### config.mk
export PLATFORM = sky130hd
export DESIGN_NAME = regbank_arbiter
export DESIGN_NICKNAME = d
export VERILOG_FILES = /design/src/rtl/regbank_arbiter.sv
export SDC_FILE = /design/constraint.sdc
export NUM_CORES = 1
export LEC_CHECK = 0
export ABC_CLOCK_PERIOD_IN_PS = 3800
export BUFFER_PORTS_ARGS = -buffer_cell sky130_fd_sc_hd__clkbuf_2
export CAP_MARGIN = 10
export CORE_UTILIZATION = 47
export CTS_BUF_LIST = sky130_fd_sc_hd__clkbuf_8
export DETAILED_ROUTE_END_ITERATION = 12
export PLACE_DENSITY = 0.92
export SYNTH_ARGS = -nofsm -noshare
export SYNTH_HDL_FRONTEND = slang
export SYNTH_SLANG_ARGS = --single-unit
### constraint.sdc
create_clock -name clk -period 3.8 [get_ports clk]
set_input_delay 0.76 -clock clk [delete_from_list [all_inputs] [get_ports clk]]
set_output_delay 0.76 -clock clk [all_outputs]
set_load 0.05 [all_outputs]
### src/rtl/regbank_arbiter.sv
// Two-client round-robin arbiter in front of a 1W/1R register bank: independent write
// and read grants each cycle, same-cycle write-to-read forwarding, one-cycle read response.
module regbank_arbiter #(
   parameter int DW = 8,
   parameter int AW = 2
) (
   input  logic            clk,
   input  logic            rst,
   input  logic [1:0]      req_valid,
   input  logic [1:0]      req_we,
   input  logic [2*AW-1:0] req_addr,
   input  logic [2*DW-1:0] req_wdata,
   output logic [1:0]      req_ready,
   output logic [1:0]      rsp_valid,
   output logic [DW-1:0]   rsp_data,
   output logic            bank_ld,
   output logic [AW-1:0]   bank_addr_W,
   output logic [DW-1:0]   bank_in,
   output logic [AW-1:0]   bank_addr_R,
   input  logic [DW-1:0]   bank_out
);

   logic [1:0]    wcand, rcand, wgnt, rgnt;
   logic          wprio, rprio;
   logic          wany, rany, wsel, rsel;
   logic [AW-1:0] waddr, raddr;
   logic [DW-1:0] wdata;
   logic          fwd_hit;
   logic          rd_pend, rd_id, fwd;
   logic [DW-1:0] fwd_data;

   // Grants are suppressed while reset is held so nothing reaches the bank.
   always_comb begin
      wcand   = rst ? 2'b00 : (req_valid & req_we);
      rcand   = rst ? 2'b00 : (req_valid & ~req_we);
      wgnt    = (wcand == 2'b11) ? (wprio ? 2'b10 : 2'b01) : wcand;
      rgnt    = (rcand == 2'b11) ? (rprio ? 2'b10 : 2'b01) : rcand;
      wany    = |wgnt;
      rany    = |rgnt;
      wsel    = wgnt[1];
      rsel    = rgnt[1];
      waddr   = wsel ? req_addr[2*AW-1:AW] : req_addr[AW-1:0];
      raddr   = rsel ? req_addr[2*AW-1:AW] : req_addr[AW-1:0];
      wdata   = wsel ? req_wdata[2*DW-1:DW] : req_wdata[DW-1:0];
      fwd_hit = wany && rany && (waddr == raddr) && (raddr != '0);
   end

   assign req_ready   = wgnt | rgnt;
   assign bank_ld     = wany;
   assign bank_addr_W = wany ? waddr : '0;
   assign bank_in     = wany ? wdata : '0;
   assign bank_addr_R = rany ? raddr : '0;

   // The bank's registered output lags one cycle, so the forwarded value is held alongside it.
   always_ff @(posedge clk) begin
      if (rst) begin
         wprio    <= 1'b0;
         rprio    <= 1'b0;
         rd_pend  <= 1'b0;
         rd_id    <= 1'b0;
         fwd      <= 1'b0;
         fwd_data <= '0;
      end else begin
         if (wany) wprio <= ~wsel;
         if (rany) rprio <= ~rsel;
         rd_pend  <= rany;
         rd_id    <= rsel;
         fwd      <= fwd_hit;
         fwd_data <= fwd_hit ? wdata : '0;
      end
   end

   assign rsp_valid = (rd_pend && !rst) ? (rd_id ? 2'b10 : 2'b01) : 2'b00;
   assign rsp_data  = (|rsp_valid) ? (fwd ? fwd_data : bank_out) : '0;

endmodule

==> flow_metrics.py, run 1 <==
metrics = {
    "status": {
        "status": "finished clean",
    },
    "yosys": {
        "synth_top_area_frac": 0.280,
        "async_reset_ff_frac": 0,
        "netlist_top_cells_count": "nor2_1, mux2i_1, dfxtp_1",
        "syn_inst": 109,
        "avgSynthCellArea_um2": 8.53,
        "synth_cell_types": 30,
        "synth_area_um2": 930,
        "synth-seq-cells": 13,
        "yosysTopAreaCell": "dfxtp_1",
        "synthFlopType": "dfxtp_1",
        "yosysMostFrequentCell": "nor2_1",
        "yosys-top-cells-area": "dfxtp_1, mux2i_1, nor2_1, a211oi_1, a21oi_1",
        "synth_edf_count": 0,
        "syn_nets": 143,
        "yosys_warnings": 0,
        "seq_area_frac_synth": 0.280,
    },
    "power": {
        "switchingPower_mw": 0.134,
        "ir_drop_mv": 0.137,
        "clockPowerShare": 0.302,
        "p_leak_nw": 0.600,
        "seqPwrFrac": 0.371,
        "power_frac_comb": 0.327,
        "p_int_mw": 0.254,
        "powerDensity_nw_per_um2": 308,
        "switching_share": 0.345,
    },
    "clock_network": {
        "cts_buffers": 3,
        "cts_tree": "built",
        "clkTransAtPathRegs_ns": 0.05,
        "root_buffer": "clkbuf_8",
        "htreeDepth": 1,
        "clock_latency_ns": 0.24,
        "post_cts_buffers": 0,
        "cts-resized-gates": 0,
        "postCtsHoldBufs": 0,
        "clockBufferDepth": 2,
        "clock-sinks": 13,
    },
    "sta": {
        "skew_ns": 0.000754,
        "setup_viol": 0,
        "fin_crit_ns": 3.06,
        "worstMarginPinSlew_ns": 0.432,
        "period_share": 0.806,
        "hold_violations": 0,
        "fmax_mhz": 327,
        "slew_headroom": 0.711,
        "fin_setup_tns_ns": 0,
        "finalMaxSlewViolations": 0,
        "rsz0062_at_grt": "no",
        "worst_slack_ns": 0.739,
    },
    "die": {
        "fp.coreArea_um2": 1780,
        "dieWidth_um": 46.5,
        "die_h_um": 46.5,
        "ios": 59,
        "initial_core_util": 0.521,
        "placementRows": 15,
        "die-area_um2": 2160,
    },
    "worst_setup_path": {
        "slowest_delay_ns": 0.38,
        "path_cells": "clkbuf_2, and3b_4, and2_2, mux2i_1, nor2_1, clkbuf_2",
        "cp.required_ns": 3.04,
        "cp_max_fo": 11,
        "path_class": "input pin to output port",
        "cp.arrival_ns": 2.30,
        "r2r-start": "wprio$_SDFFE_PP0P_",
        "worstSetupEndpointType": "output port",
        "rrSetupSlack_ns": 1.97,
        "reg2reg_depth": 4,
        "timing.rr.end": "fwd_data[0]$_SDFF_PP0_",
        "cp-start-kind": "input pin",
        "cpMaxStageDelayCell": "and2_2",
        "crit_top_cell": "clkbuf_2",
    },
    "finish": {
        "drive_gt1_frac": 0.430,
        "utilization": 0.706,
        "syn2layout_area_growth_pct": 35.4,
        "final_nets": 200,
        "multi_input_area_um2": 613,
        "diodes": 0,
        "register_area_um2": 260,
        "fill_cells": 132,
    },
    "drt": {
        "wl_per_cell_um": 13.1,
        "drc_errors": 0,
        "drt_iter0_markers": 18,
        "drtPass1Iterations": 4,
        "dr_total_vias": 976,
        "postRouteAntennaNets": 0,
        "viasPerCell": 5.14,
        "wl_mm": 2.50,
    },
    "placed_design": {
        "hpwl_mm": 1.98,
        "preCtsSetupSlack_ns": 0.779,
        "gp_congestion": 0.808,
        "io_buffers": 58,
    },
    "global_routing": {
        "grt_pass1_wl_mm": 3.52,
        "gr-total-overflow": 0,
        "antenna_found_initial": 0,
        "grt_usage": 0.235,
        "grt_max_degree": 12,
        "grt_pass1_vias": 803,
    },
    "worst_hold_path": {
        "hp-class": "flip-flop to flip-flop",
        "worstHoldEndpoint": "wprio$_SDFFE_PP0P_",
        "min_path_cells": 2,
        "min_from": "wprio$_SDFFE_PP0P_",
    },
    "run": {
        "cap_violations": 0,
    },
}
==> worst max path at each step <==
stage | slack (ns) | start | endpoint | depth (start not counted)
6_report | 0.74 | rst | bank_in[1] | 6
5_1_grt | 0.66 | rst | bank_in[1] | 6
4_1_cts | 0.75 | rst | bank_in[1] | 6
3_5_place_dp | 0.78 | rst | bank_in[5] | 6
3_3_place_gp | 0.84 | rst | bank_in[5] | 6
2_1_floorplan | 0.76 | rst | bank_in[0] | 6
==> layout make-up <==
| type | count | share of cell area |
|---|---|---|
| timing repair buffer | 58 | 0.231 |
| tap | 25 | 0.0249 |
| sequential | 13 | 0.207 |
| multi-input combinational | 85 | 0.487 |
| inverter | 5 | 0.0149 |
| clock buffer | 3 | 0.0328 |
| clock inverter | 1 | 0.00298 |
==> worst max-delay path, delay by kind of cell <==
kind / cells / cell delay (ns)
buffers and inverters: 2 / 0.40
muxes: 1 / 0.32
and+or+nand+nor: 3 / 0.82
==> sequential cells by signal (all words and copies together), names as in the netlist <==
name and flops:
fwd_data 8, fwd 1, rd_id 1, rd_pend 1, rprio 1, wprio 1
==> metal layers <==
layer	GRT usage	wire [µm]	share of wire	up-vias
met5	0	0	0	-
met2	0.394	1330	0.53	30
met4	0.124	25	0.010	0
met3	0.0353	83	0.033	2
met1	0.285	1060	0.42	449
li1	-	-	-	495
==> per-stage QoR <==
stage	cell area [µm²]	cells	total power [mW]	hold WS (ns)
global placement	1210	186	0.269	0.465
CTS	1260	190	0.389	0.504
floorplan	930	109	0.235	0.441
finish	1260	190	0.388	0.509
detailed placement	1210	186	0.273	0.475
global route	1260	190	0.407	0.512
==> cell families (layout without fill, tap and decap cells) <==
| group | after synthesis | count (layout) | share of synthesized area |
|---|---|---|---|
| simple gates | 43 | 43 | 0.242 |
| compound gates | 22 | 22 | 0.205 |
| mux | 18 | 18 | 0.194 |
| flops | 13 | 13 | 0.280 |
| buf+inv | 11 | 67 | 0.0606 |
| xor+xnor | 2 | 2 | 0.0188 |
==> power groups by stage <==
stage	clock network [mW]	logic (mW)	registers [mW]
5_1_grt	0.127	0.135	0.144
4_1_cts	0.118	0.127	0.144
6_report	0.117	0.127	0.144
2_1_floorplan	0	0.0901	0.145
3_5_place_dp	0	0.126	0.147
3_3_place_gp	0	0.123	0.146
==> layout by cell type, fill, tap and decap left out, types with 2 or more instances in the layout <==
master    count
o21ai_2       2
a21o_1        2
clkbuf_2     58
a21oi_1       7
clkbuf_8      3
mux2i_1      18
inv_1         6
dfxtp_1      13
a211oi_1      8
nand2b_1      2
nand2_1       5
nor2_1       23
No activity file was read; power rests on OpenSTA's default activity.
==> run 2, diff against run 1 <==
ABC_CLOCK_PERIOD_IN_PS = 2740   (was 3800)
CORE_UTILIZATION = 39   (was 47)
PLACE_DENSITY = 0.82   (was 0.92)
clock period = 2.74 ns   (was 3.8 ns; I/O delays follow)
==> run 2 against run 1 <==
  * Global-route usage shrank 4.9 points
  * Combinational power is 39% higher
  * Sequential share of layout area decreased by 0.42 points
  * Sequential cell count unchanged
  * Core utilization fell by 13 points
  * Worst setup slack got worse by 0.50 ns
  * Clock power grew 37%
  * Power grew 38%
  * Die area up 20%
  * Cell count is 3.2% higher
==> flow_metrics.py, run 2 (synthesis gave the netlist of run 1 again) <==
metrics = {
    "die": {
        "dieWidth_um": 50.8,
        "initial_core_util": 0.416,
        "ios": 59,
        "placementRows": 17,
        "die-area_um2": 2580,
        "fp.coreArea_um2": 2230,
        "die_h_um": 50.8,
    },
    "worst_setup_path": {
        "worstSetupEndpointType": "output port",
        "crit_top_cell": "clkbuf_2",
        "cp_max_fo": 11,
        "path_class": "input pin to output port",
        "rrSetupSlack_ns": 1.14,
        "cpMaxStageDelayCell": "and2_2",
        "path_cells": "clkbuf_2, and3b_4, and2_2, mux2i_1, nor2_1, clkbuf_2",
        "cp-start-kind": "input pin",
        "cp.required_ns": 2.19,
        "cp.arrival_ns": 1.96,
        "slowest_delay_ns": 0.37,
    },
    "sta": {
        "skew_ns": 0.000568,
        "slew_headroom": 0.692,
        "worstMarginPinSlew_ns": 0.462,
        "fmax_mhz": 399,
        "fin_setup_tns_ns": 0,
        "rsz0062_at_grt": "no",
        "fin_crit_ns": 2.50,
        "whs_ns": 0.488,
        "setup_viol": 0,
        "finalMaxSlewViolations": 0,
        "hold_violations": 0,
        "worst_slack_ns": 0.236,
        "period_share": 0.914,
    },
    "global_routing": {
        "grt_max_degree": 12,
        "grt_pass1_wl_mm": 3.68,
        "grt_usage": 0.186,
        "grt_pass1_vias": 849,
        "gr-total-overflow": 0,
        "antenna_found_initial": 0,
    },
    "placed_design": {
        "dpl_cell_area_um2": 1240,
        "preCtsSetupSlack_ns": 0.219,
        "hpwl_mm": 1.85,
        "gp_congestion": 0.820,
        "io_buffers": 58,
    },
    "drt": {
        "wl_mm": 2.21,
        "postRouteAntennaNets": 0,
        "drt_iter0_markers": 23,
        "drc_errors": 0,
        "wl_per_cell_um": 11.3,
        "viasPerCell": 5.12,
        "drtPass1Iterations": 4,
        "dr_total_vias": 1004,
    },
    "clock_network": {
        "post_cts_buffers": 0,
        "cts_tree": "built",
        "clockBufferDepth": 2,
        "clock-sinks": 13,
        "root_buffer": "clkbuf_8",
        "cts-resized-gates": 0,
        "postCtsHoldBufs": 0,
        "clkTransAtPathRegs_ns": 0.05,
        "htreeDepth": 1,
        "clock_latency_ns": 0.24,
        "cts_buffers": 3,
    },
    "power": {
        "clockPowerShare": 0.298,
        "powerDensity_nw_per_um2": 417,
        "ir_drop_mv": 0.216,
        "p_leak_nw": 0.614,
        "switching_share": 0.337,
        "p_int_mw": 0.355,
        "power_frac_comb": 0.330,
        "switchingPower_mw": 0.181,
        "seqPwrFrac": 0.372,
    },
    "finish": {
        "syn2layout_area_growth_pct": 38.2,
        "diodes": 0,
        "top_register": "fwd_data",
        "design_area_um2": 1280,
        "final_nets": 203,
        "layout_commonest_cell": "clkbuf_2",
        "largest_reg_flops": 8,
        "utilization": 0.575,
        "layout_common_cells": "clkbuf_2, nor2_1, mux2i_1",
        "drive_gt1_frac": 0.440,
    },
    "status": {
        "status": "finished clean",
    },
    "run": {
        "cap_violations": 0,
    },
    "worst_hold_path": {
        "hp-class": "flip-flop to flip-flop",
    },
}
run 2: cell types whose count changed in the layout (fill, tap and decap cells not counted):
cell   before  now
buf_4       0    3
run 2: path summary, 6_finish.rpt:
path                       endpoint  cells past startpoint               start
max                      bank_in[0]                      6           req_we[1]
min              wprio$_SDFFE_PP0P_                      2  wprio$_SDFFE_PP0P_
max reg2reg  fwd_data[5]$_SDFF_PP0_                      4  rprio$_SDFFE_PP0P_
min reg2reg      wprio$_SDFFE_PP0P_                      2  wprio$_SDFFE_PP0P_
run 2: through the flow:
step,power (mW),std cells
4_1_cts,0.542,196
5_1_grt,0.562,196
3_5_place_dp,0.380,192
3_3_place_gp,0.376,192
6_report,0.536,196
2_1_floorplan,0.326,109
run 2: critical path: cells and delay by family:
kind | cells | cell delay [ns]
multiplexers | 1 | 0.31
buffers and inverters | 2 | 0.40
AND/OR/NAND/NOR | 3 | 0.69
run 2: layout make-up:
class                   instances  area (µm²)
fillers                       204         948
multi-input cells              85         613
repair buffers                 61         313
flip-flops and latches         13         260
clock buffers                   3        41.3
well taps                      28        35.0
inverters                       5        18.8
clock inverters                 1        3.75
run 2: metal layers:
layer  GRT usage  wire length, µm
met1       0.239             1010
met2       0.313             1020
met3     0.00893              141
met4      0.0972               38
met5           0                0
run 2: power by group through the flow:
stage / clock network, mW / registers (mW) / logic, mW
2_1_floorplan: 0 / 0.201 / 0.125
3_3_place_gp: 0 / 0.203 / 0.173
3_5_place_dp: 0 / 0.203 / 0.177
4_1_cts: 0.165 / 0.199 / 0.178
5_1_grt: 0.171 / 0.200 / 0.191
6_report: 0.160 / 0.200 / 0.177
==> run 3, diff against run 2 <==
ABC_AREA = 1   (was unset)
CORE_UTILIZATION = 38   (was 39)
PLACE_DENSITY = 0.83   (was 0.82)
==> run 3 against run 2 <==
  * Die area decreased by 6.8%
  * Area after synthesis is 9.4% lower
  * Fmax increased by 6.7%
  * Worst hold slack worse by 0.027 ns
  * Clock-buffer cell count did not move
  * Sequential power fell by 2%
  * Critical path type unchanged
  * Register-to-register slack gained 0.09 ns
  * Power shrank 2.9%
  * Core utilization up 1.6 points
  * Wire length is 10% lower
  * Clock skew grew 0.0067 ns
  * Final area shrank 6.9%
==> flow_metrics.py, run 3 <==
metrics = {
    "worst_setup_path": {
        "rrSetupSlack_ns": 1.23,
        "r2r-start": "wprio$_SDFFE_PP0P_",
        "critPathLaunch": "req_valid[0]",
        "cp-start-kind": "input pin",
        "cp.required_ns": 2.19,
        "cp.arrival_ns": 1.80,
        "cp_max_fo": 12,
        "path_class": "input pin to output port",
        "worstSetupEndpointType": "output port",
    },
    "clock_network": {
        "clock_latency_ns": 0.23,
        "cts-resized-gates": 0,
        "post_cts_buffers": 0,
        "cts_tree": "built",
        "htreeDepth": 1,
        "postCtsHoldBufs": 0,
        "root_buffer": "clkbuf_8",
        "clkTransAtPathRegs_ns": 0.06,
        "clock-sinks": 13,
        "cts_buffers": 3,
        "clockBufferDepth": 2,
    },
    "power": {
        "p_leak_nw": 0.740,
        "power_frac_comb": 0.318,
        "clockPowerShare": 0.305,
        "p_total_mw": 0.521,
        "ir_drop_mv": 0.257,
        "seqPwrFrac": 0.377,
        "powerDensity_nw_per_um2": 436,
        "switchingPower_mw": 0.180,
        "switching_share": 0.346,
        "p_int_mw": 0.341,
    },
    "global_routing": {
        "grt_max_degree": 13,
        "antenna_found_initial": 0,
        "grt_usage": 0.172,
        "grt_pass1_vias": 854,
        "grt_pass1_wl_mm": 3.34,
        "gr-total-overflow": 0,
    },
    "finish": {
        "drive_gt1_frac": 0.354,
        "utilization": 0.592,
        "largest_reg_flops": 8,
        "top_register": "fwd_data",
        "final_nets": 230,
        "layout_common_cells": "clkbuf_2, nand2_1, nor2_1",
        "syn2layout_area_growth_pct": 42.1,
        "layout_commonest_cell": "clkbuf_2",
        "diodes": 0,
    },
    "drt": {
        "wl_met3_um": 112,
        "drt-met1-wl_um": 920,
        "viasPerCell": 4.50,
        "drc_errors": 0,
        "drt_iter0_markers": 14,
        "wl_mm": 1.98,
        "postRouteAntennaNets": 0,
        "dr_total_vias": 999,
        "dr_wl_met2_um": 925,
        "routed.top_layer": "met4",
        "wl_per_cell_um": 8.92,
        "drtPass1Iterations": 4,
    },
    "placed_design": {
        "gp_congestion": 0.842,
        "io_buffers": 58,
        "hpwl_mm": 1.70,
    },
    "sta": {
        "skew_ns": 0.00732,
        "setup_viol": 0,
        "hold_violations": 0,
        "worstMarginPinSlew_ns": 0.340,
        "rsz0062_at_grt": "no",
        "slew_headroom": 0.773,
        "fin_setup_tns_ns": 0,
        "fin_crit_ns": 2.35,
        "fmax_mhz": 426,
        "finalMaxSlewViolations": 0,
        "period_share": 0.856,
    },
    "yosys": {
        "yosysMostFrequentCell": "nand2_1",
        "yosys-top-cells-area": "dfxtp_1, nand2_1, nor2_1, mux2i_1, inv_1",
        "synth_top_area_frac": 0.309,
        "synthFlopType": "dfxtp_1",
        "synth_area_um2": 842,
        "async_reset_ff_frac": 0,
        "avgSynthCellArea_um2": 6.24,
        "netlist_top_cells_count": "nand2_1, nor2_1, inv_1",
        "syn_inst": 135,
        "yosysTopAreaCell": "dfxtp_1",
        "yosys_warnings": 0,
        "syn_nets": 169,
        "synth_edf_count": 0,
        "synth-seq-cells": 13,
        "synth_cell_types": 16,
        "seq_area_frac_synth": 0.309,
    },
    "die": {
        "placementRows": 16,
        "die_h_um": 49.1,
        "fp.coreArea_um2": 2020,
        "initial_core_util": 0.416,
        "dieWidth_um": 49.1,
        "ios": 59,
        "die-area_um2": 2410,
    },
    "run": {
        "cap_violations": 0,
    },
    "worst_hold_path": {
        "min_from": "rprio$_SDFFE_PP0P_",
        "hp-class": "flip-flop to flip-flop",
    },
    "status": {
        "status": "finished clean",
    },
}
[run 3: cell count changes after synthesis, sizes merged, moves of 4 or more]
| cell | previous run | this run |
|---|---|---|
| inv | 5 | 18 |
| nand3 | 1 | 11 |
| a21oi | 7 | 11 |
| mux2i | 18 | 8 |
| a211oi | 8 | 0 |
| nand2 | 5 | 44 |
[run 3: worst paths after layout]
kind	endpoint	depth (start not counted)
min reg2reg	rprio$_SDFFE_PP0P_	2
max reg2reg	fwd_data[6]$_SDFF_PP0_	9
min	rprio$_SDFFE_PP0P_	2
max	bank_addr_W[1]	8
[run 3: final cells by class]
class | instances | area [µm²]
clock buffers | 3 | 41.3
repair buffers | 58 | 290
clock inverters | 1 | 3.75
flip-flops and latches | 13 | 260
inverters | 19 | 71.3
multi-input cells | 101 | 495
fillers | 206 | 826
well taps | 27 | 33.8
[run 3: kinds of logic (layout without fill, tap and decap cells)]
| logic type | Yosys count | count (layout) | share of synthesized area |
|---|---|---|---|
| and+or+nand+nor | 81 | 81 | 0.416 |
| AOI/OAI and AO/OA | 12 | 12 | 0.0773 |
| buffers and inverters | 21 | 81 | 0.103 |
| muxes | 8 | 8 | 0.0951 |
| DFF | 13 | 13 | 0.309 |
[run 3: critical path, cell delays in order]
cell      delay, ns
clkbuf_2       0.12
nand3_1        0.18
nand2_2        0.34
nand2_1        0.09
nand2_1        0.09
inv_1          0.05
nor2_1         0.09
clkbuf_2       0.29
[run 3: stage by stage]
| stage | hold WS, ns | worst slack (ns) | instance area [µm²] | instances |
|---|---|---|---|---|
| after floorplan | 0.434 | -0.0261 | 842 | 135 |
| after global placement | 0.462 | 0.409 | 1150 | 218 |
| after detailed placement | 0.460 | 0.389 | 1150 | 218 |
| after CTS | 0.467 | 0.383 | 1200 | 222 |
| after global routing | 0.504 | 0.259 | 1200 | 222 |
| final | 0.461 | 0.394 | 1200 | 222 |
[run 3: per-layer routing]
layer  GRT usage  vias up
met5           0        -
met4      0.0539        0
met3      0.0343        4
met2       0.306       31
met1       0.204      421
li1            -      543
[run 3: power by group through the flow]
stage,Clock (mW),Sequential [mW],Combinational (mW)
floorplan,0,0.199,0.117
global placement,0,0.200,0.165
detailed placement,0,0.200,0.166
CTS,0.164,0.196,0.166
global route,0.175,0.197,0.180
finish,0.159,0.196,0.166
